## config.mk

```make
export PLATFORM = sky130hd
export DESIGN_NAME = sequenciador_sensores_flat
export DESIGN_NICKNAME = d
export VERILOG_FILES = /design/src/rtl/sequenciador_sensores_pkg.sv /design/src/rtl/sequenciador_sensores_if.sv /design/src/rtl/sequenciador_sensores_contador.sv /design/src/rtl/sequenciador_sensores.sv /design/src/flat_wrapper.sv
export SDC_FILE = /design/constraint.sdc
export NUM_CORES = 1
export LEC_CHECK = 0
export ABC_CLOCK_PERIOD_IN_PS = 2600
export CORE_MARGIN = 2
export CORE_UTILIZATION = 45
export CTS_BUF_LIST = sky130_fd_sc_hd__clkbuf_2 sky130_fd_sc_hd__clkbuf_4 sky130_fd_sc_hd__clkbuf_8
export CTS_CLUSTER_SIZE = 8
export DETAILED_ROUTE_END_ITERATION = 10
export PLACE_DENSITY = 0.63
export SETUP_SLACK_MARGIN = 0.15
export SYNTH_ARGS = -nofsm -noshare
export SYNTH_HDL_FRONTEND = slang
export SYNTH_SLANG_ARGS = --single-unit
```

## constraint.sdc

```tcl
create_clock -name clock -period 2.6 [get_ports clock]
set_clock_uncertainty 0.1 [all_clocks]
set_input_delay 0.26 -clock clock [delete_from_list [all_inputs] [get_ports clock]]
set_output_delay 0.26 -clock clock [all_outputs]
set_load 0.05 [all_outputs]
```

## src/rtl/sequenciador_sensores_pkg.sv

```systemverilog
// Shared constants for the roberto sensor sequencer: state codes, sensor count
// and sensor-index width.
package roberto_pkg;

  localparam int N_SENSORES = 3;
  localparam int SEL_W      = 2;

  localparam logic [3:0] EST_INICIAL        = 4'd0;
  localparam logic [3:0] EST_PREPARA        = 4'd1;
  localparam logic [3:0] EST_MEDE           = 4'd2;
  localparam logic [3:0] EST_AGUARDA_MEDIDA = 4'd3;
  localparam logic [3:0] EST_TRANSMITE      = 4'd4;
  localparam logic [3:0] EST_AGUARDA_TX     = 4'd5;
  localparam logic [3:0] EST_PROXIMO        = 4'd6;
  localparam logic [3:0] EST_FIM            = 4'd7;
  localparam logic [3:0] EST_ESPERA         = 4'd8;

  typedef enum logic [3:0] {
    INICIAL        = EST_INICIAL,
    PREPARA        = EST_PREPARA,
    MEDE           = EST_MEDE,
    AGUARDA_MEDIDA = EST_AGUARDA_MEDIDA,
    TRANSMITE      = EST_TRANSMITE,
    AGUARDA_TX     = EST_AGUARDA_TX,
    PROXIMO        = EST_PROXIMO,
    FIM            = EST_FIM,
    ESPERA         = EST_ESPERA
  } estado_t;

  function automatic logic [N_SENSORES-1:0] um_quente(input logic [SEL_W-1:0] idx);
    return N_SENSORES'(1) << idx;
  endfunction

endpackage

```

## src/rtl/sequenciador_sensores_if.sv

```systemverilog
// Handshake bundle between the sequencer (master) and the sensor/serial
// datapath (slave).
interface sequenciador_sensores_if;
  import roberto_pkg::*;

  logic                  ligar;
  logic                  modo_continuo;
  logic [N_SENSORES-1:0] pronto_medida;
  logic                  pronto_serial;
  logic                  zera_sensor;
  logic [N_SENSORES-1:0] medir;
  logic [SEL_W-1:0]      sel_sensor;
  logic                  partida_tx;
  logic                  timeout_medida;
  logic                  ocupado;
  logic                  pronto;
  logic [3:0]            db_estado;

  modport master (
    input  ligar, modo_continuo, pronto_medida, pronto_serial,
    output zera_sensor, medir, sel_sensor, partida_tx, timeout_medida,
           ocupado, pronto, db_estado
  );

  modport slave (
    output ligar, modo_continuo, pronto_medida, pronto_serial,
    input  zera_sensor, medir, sel_sensor, partida_tx, timeout_medida,
           ocupado, pronto, db_estado
  );

endinterface

```

## src/rtl/sequenciador_sensores_contador.sv

```systemverilog
// Modulo-M counter that saturates at M-1; fim flags the terminal count so the
// owner can leave its state without the counter ever wrapping.
module contador_m #(
  parameter  int M = 16,
  localparam int W = (M > 1) ? $clog2(M) : 1
) (
  input  logic clock,
  input  logic reset,
  input  logic zera,
  input  logic conta,
  output logic fim
);

  logic [W-1:0] q;

  always_ff @(posedge clock) begin
    if (reset || zera)
      q <= '0;
    else if (conta && !fim)
      q <= q + W'(1);
  end

  assign fim = (q == W'(M - 1));

endmodule

```

## src/rtl/sequenciador_sensores.sv

```systemverilog
// Sweeps the three ultrasonic channels (measure, then transmit each result),
// with a per-measurement timeout and an optional periodic repeat.
module sequenciador_sensores
  import roberto_pkg::*;
#(
  parameter int TIMEOUT_CICLOS = 1_500_000,
  parameter int PERIODO_CICLOS = 25_000_000
) (
  input logic                     clock,
  input logic                     reset,
  sequenciador_sensores_if.master bus
);

  estado_t          estado, estado_prox;
  logic [SEL_W-1:0] sel, sel_prox;
  logic             flag_to, flag_to_prox;
  logic             fim_timeout, fim_periodo;

  logic                  zera_d, partida_d, to_d, ocupado_d, pronto_d;
  logic [N_SENSORES-1:0] medir_d;

  // Each counter is cleared by the state that precedes its owning state.
  contador_m #(.M(TIMEOUT_CICLOS)) u_timeout (
    .clock (clock),
    .reset (reset),
    .zera  (estado == PREPARA),
    .conta (estado == AGUARDA_MEDIDA),
    .fim   (fim_timeout)
  );

  contador_m #(.M(PERIODO_CICLOS)) u_periodo (
    .clock (clock),
    .reset (reset),
    .zera  (estado == FIM),
    .conta (estado == ESPERA),
    .fim   (fim_periodo)
  );

  always_comb begin
    estado_prox  = estado;
    sel_prox     = sel;
    flag_to_prox = flag_to;
    case (estado)
      INICIAL: begin
        if (bus.ligar) begin
          estado_prox = PREPARA;
          sel_prox    = '0;
        end
      end
      PREPARA: estado_prox = MEDE;
      MEDE:    estado_prox = AGUARDA_MEDIDA;
      // A real answer beats a timeout landing in the same cycle.
      AGUARDA_MEDIDA: begin
        if (bus.pronto_medida[sel]) begin
          estado_prox  = TRANSMITE;
          flag_to_prox = 1'b0;
        end else if (fim_timeout) begin
          estado_prox  = TRANSMITE;
          flag_to_prox = 1'b1;
        end
      end
      TRANSMITE: estado_prox = AGUARDA_TX;
      AGUARDA_TX: begin
        if (bus.pronto_serial)
          estado_prox = PROXIMO;
      end
      PROXIMO: begin
        if (sel < SEL_W'(N_SENSORES - 1)) begin
          sel_prox    = sel + SEL_W'(1);
          estado_prox = PREPARA;
        end else begin
          estado_prox = FIM;
        end
      end
      FIM: begin
        sel_prox    = '0;
        estado_prox = bus.modo_continuo ? ESPERA : INICIAL;
      end
      ESPERA: begin
        if (!bus.modo_continuo)
          estado_prox = INICIAL;
        else if (fim_periodo)
          estado_prox = PREPARA;
      end
      default: begin
        estado_prox  = INICIAL;
        sel_prox     = '0;
        flag_to_prox = 1'b0;
      end
    endcase

    zera_d    = (estado_prox == PREPARA);
    medir_d   = (estado_prox == MEDE) ? um_quente(sel_prox) : '0;
    partida_d = (estado_prox == TRANSMITE);
    to_d      = flag_to_prox && ((estado_prox == TRANSMITE) || (estado_prox == AGUARDA_TX));
    ocupado_d = (estado_prox != INICIAL);
    pronto_d  = (estado_prox == FIM);
  end

  always_ff @(posedge clock) begin
    if (reset) begin
      estado             <= INICIAL;
      sel                <= '0;
      flag_to            <= 1'b0;
      bus.zera_sensor    <= 1'b0;
      bus.medir          <= '0;
      bus.partida_tx     <= 1'b0;
      bus.timeout_medida <= 1'b0;
      bus.ocupado        <= 1'b0;
      bus.pronto         <= 1'b0;
    end else begin
      estado             <= estado_prox;
      sel                <= sel_prox;
      flag_to            <= flag_to_prox;
      bus.zera_sensor    <= zera_d;
      bus.medir          <= medir_d;
      bus.partida_tx     <= partida_d;
      bus.timeout_medida <= to_d;
      bus.ocupado        <= ocupado_d;
      bus.pronto         <= pronto_d;
    end
  end

  assign bus.sel_sensor = sel;
  assign bus.db_estado  = estado;

endmodule

```

## src/flat_wrapper.sv

```systemverilog
// flat-port wrapper written by rule: the top's interface ports become plain ports
module sequenciador_sensores_flat import roberto_pkg::*;
#(
  parameter int TIMEOUT_CICLOS = 1_500_000,
  parameter int PERIODO_CICLOS = 25_000_000
)
  (clock, reset, bus_ligar, bus_modo_continuo, bus_pronto_medida, bus_pronto_serial, bus_zera_sensor, bus_medir, bus_sel_sensor, bus_partida_tx, bus_timeout_medida, bus_ocupado, bus_pronto, bus_db_estado);
  sequenciador_sensores_if bus_i ();
  input logic clock;
  input logic reset;
  input wire logic [$bits(bus_i.ligar)-1:0] bus_ligar;
  input wire logic [$bits(bus_i.modo_continuo)-1:0] bus_modo_continuo;
  input wire logic [$bits(bus_i.pronto_medida)-1:0] bus_pronto_medida;
  input wire logic [$bits(bus_i.pronto_serial)-1:0] bus_pronto_serial;
  output wire logic [$bits(bus_i.zera_sensor)-1:0] bus_zera_sensor;
  output wire logic [$bits(bus_i.medir)-1:0] bus_medir;
  output wire logic [$bits(bus_i.sel_sensor)-1:0] bus_sel_sensor;
  output wire logic [$bits(bus_i.partida_tx)-1:0] bus_partida_tx;
  output wire logic [$bits(bus_i.timeout_medida)-1:0] bus_timeout_medida;
  output wire logic [$bits(bus_i.ocupado)-1:0] bus_ocupado;
  output wire logic [$bits(bus_i.pronto)-1:0] bus_pronto;
  output wire logic [$bits(bus_i.db_estado)-1:0] bus_db_estado;
  assign bus_i.ligar = bus_ligar;
  assign bus_i.modo_continuo = bus_modo_continuo;
  assign bus_i.pronto_medida = bus_pronto_medida;
  assign bus_i.pronto_serial = bus_pronto_serial;
  assign bus_zera_sensor = bus_i.zera_sensor;
  assign bus_medir = bus_i.medir;
  assign bus_sel_sensor = bus_i.sel_sensor;
  assign bus_partida_tx = bus_i.partida_tx;
  assign bus_timeout_medida = bus_i.timeout_medida;
  assign bus_ocupado = bus_i.ocupado;
  assign bus_pronto = bus_i.pronto;
  assign bus_db_estado = bus_i.db_estado;
  sequenciador_sensores #(.TIMEOUT_CICLOS(TIMEOUT_CICLOS), .PERIODO_CICLOS(PERIODO_CICLOS)) u_core (.clock(clock), .reset(reset), .bus(bus_i));
endmodule
```

==> reports/results.ini <==
[floorplanning]
die_y_um=87.7
die_x_um=87.7
die_area_um2=7700
coreArea_um2=6790
start_util_pct=46.4
pin_count=22
fp-row-count=30

[run_status]
run_status=completed

[logic_synthesis]
postSynthAreaPerCell_um2=8.35
synth_fp_nets=389
synth.cell_area_um2=3160
synth_cell_types=61
synth_ff_type=dfxtp_1
synth_area_leaders=dfxtp_1 39%, nor2_1 4.6%, a21oi_1 4.6%
yosysSeqAreaShare_pct=38.7
syn_inst=378
synth.top_cell.area_share_pct=38.7
synth.largest_area_cell=dfxtp_1
synth-async-reset-ratio_pct=0
synth_edf_count=0
yosysWarnings=0
synth_seq_cells=61

[clocking]
cts_made_buffers=9
cts_tree=yes
path_clk_slew_ps=70
post_cts_buffers=0
clockBufferDepth=2
ctsRootBufferMaster=clkbuf_8
htreeDepth=3
insertion_delay_ps=340
cts.sinks=61

[detailed_routing]
routed_wl_mm=6.96
wl_per_cell_um=13.7
firstDrtPassIters=4
drtIter0Drc=160
viasPerCell=5.54
vias=2813
detail-route-antenna-nets=0
drc=0

[hold_path]
hold_path_depth=2
hp-class=reg2reg

[placed_design]
place_congestion=0.846
io_buffers=21
post_dp_cell_area_um2=3500
hpwl_mm=5.02

[worst_setup_path]
endpoint_kind=flip-flop
reg2reg_depth=6
worstSetupStartpointType=flip-flop
critPathKind=reg2reg
arrival_ps=2370
required_ps=2740
worstPathMaxFanout=5

[power_and_ir_drop]
vdd_drop_max_uv=244
p_leak_nw=1.27
power.density_nw_per_um2=511

[grt]
grt_pass1_vias=2540
grt_use_total_pct=19.5
grt_overflow=0
antenna_found_initial=0
grt_pass1_wl_mm=11.8
grt_max_degree=19

[sta]
finalSetupViolCount=0
rsz0062_at_grt=false
relSlewSlack_pct=56.4
fin_setup_tns_ps=0
layout_min_cycle_time_ps=2240
hold_viol_final=0
fin_crit_sh_pct=86.0
timing.fmax_mhz=447
whs_ps=389
worst_slew_pin_slew_ps=654
drv_slew=0

[final_layout]
insertedDiodeCount=0
finish.instance_area_um2=3680
nets=418
fin_util_pct=54.2
syn_to_final_growth_pct=16.8
layout-drive-gt1-share_pct=11.4

[job]
maxCapViolations=0

[logic make-up (layout without fill, tap and decap cells)]
group | count (synthesis) | in the layout | share of synthesized area (%)
multiplexers | 4 | 4 | 1.35
adder cells (fa/ha/maj) | 3 | 3 | 1.19
buffers and inverters | 24 | 58 | 3.57
AND/OR/NAND/NOR | 187 | 187 | 34.4
AO/OA/AOI/OAI | 82 | 82 | 16.1
flip-flops | 61 | 61 | 38.7
XOR/XNOR | 17 | 17 | 4.72
[where the power goes]
group          switching [mW]  internal, mW
registers             0.00830         0.944
clock network           0.364         0.403
logic                   0.105        0.0583
[layout make-up]
class                      count  area, µm²
clock inverter                 4       22.5
sequential                    61       1220
multi-input combinational    293       1830
inverter                       9       33.8
clock buffer                  12        159
tap                           96        120
timing repair buffer          33        300
fill                         635       3110
[layer usage]
layer / up-vias / global-route usage, % / wire length (µm) / part of all wire [%]
met4: 0 / 6.71 / 106 / 1.5
met1: 1298 / 25.9 / 3470 / 50
li1: 1465 / - / - / -
met3: 8 / 4.81 / 212 / 3.0
met2: 42 / 30.8 / 3170 / 46
met5: - / 0 / 0 / 0
[worst max-delay path, stage by stage (launching register included)]
cell and delay, ps:
dfxtp_1 370, ha_1 210, nor4bb_1 330, and2_1 260
a21oi_1 180, a221oi_2 420, nor4b_1 270
[sequential cells by signal, summed over array words and instances (netlist names), 2 cells and up]
| name | cells |
|---|---|
| u_core.bus.db_estado | 4 |
| u_core.u_timeout.q | 21 |
| u_core.bus.medir | 3 |
| u_core.bus.sel_sensor | 2 |
| u_core.u_periodo.q | 25 |
[layout by cell type (no fill, tap or decap), types with 4 or more instances in the layout]
cell type / n
nand2_1: 31
buf_4: 12
dfxtp_1: 61
clkbuf_8: 11
xnor2_1: 9
nor2b_1: 5
a21oi_1: 29
nand3_1: 20
o211ai_1: 8
xor2_1: 8
nor2_1: 39
and2_1: 4
nand4_1: 10
o21ai_0: 20
nor4_1: 8
or4_1: 8
inv_1: 9
or3_1: 15
nor3_1: 8
clkdlybuf4s50_1: 21
and3_1: 5
[synth_stat cells (all sizes together) (2+ instances only)]
cell type	instances
o31ai	3
nor4bb	2
o21ai	22
nor4b	4
and4	5
nand2	31
xor2	8
clkbuf	12
and3b	2
nor2b	5
a211oi	3
nand2b	3
and3	5
or3	17
o21a	3
dfxtp	61
nor4	9
nor2	39
mux2i	2
buf	3
a21oi	29
ha	3
o211ai	9
mux2	2
or4	10
a21o	2
xnor2	9
or2	3
nand3	21
nand4b	3
nor3	8
nand4	11
nand4bb	2
and2	4
inv	9
[path summary, 6_finish.rpt]
kind / startpoint / endpoint / slack, ps
worst max-delay path: u_core.u_timeout.q[0]$_SDFFE_PP0P_ / u_core.bus.partida_tx$_SDFF_PP0_ / 360
worst min-delay path: u_core.u_timeout.q[16]$_SDFFE_PP0P_ / u_core.u_timeout.q[16]$_SDFFE_PP0P_ / 390
worst max register to register: u_core.u_timeout.q[0]$_SDFFE_PP0P_ / u_core.bus.partida_tx$_SDFF_PP0_ / 360
worst min register to register: u_core.u_timeout.q[16]$_SDFFE_PP0P_ / u_core.u_timeout.q[16]$_SDFFE_PP0P_ / 390
[metrics by stage]
| step | cells | worst slack, ps | power, mW |
|---|---|---|---|
| detailed placement | 492 | 276 | 1.13 |
| global route | 508 | 153 | 1.96 |
| finish | 508 | 363 | 1.88 |
| floorplan | 378 | 301 | 1.08 |
| CTS | 508 | 253 | 1.90 |
| global placement | 492 | 408 | 1.13 |
[timing repair]
action,4_1_cts,5_1_grt
setup endpoints to repair,0,1
gates resized for setup,0,1
hold buffers,0,0
(Power assumes the default switching activity.)
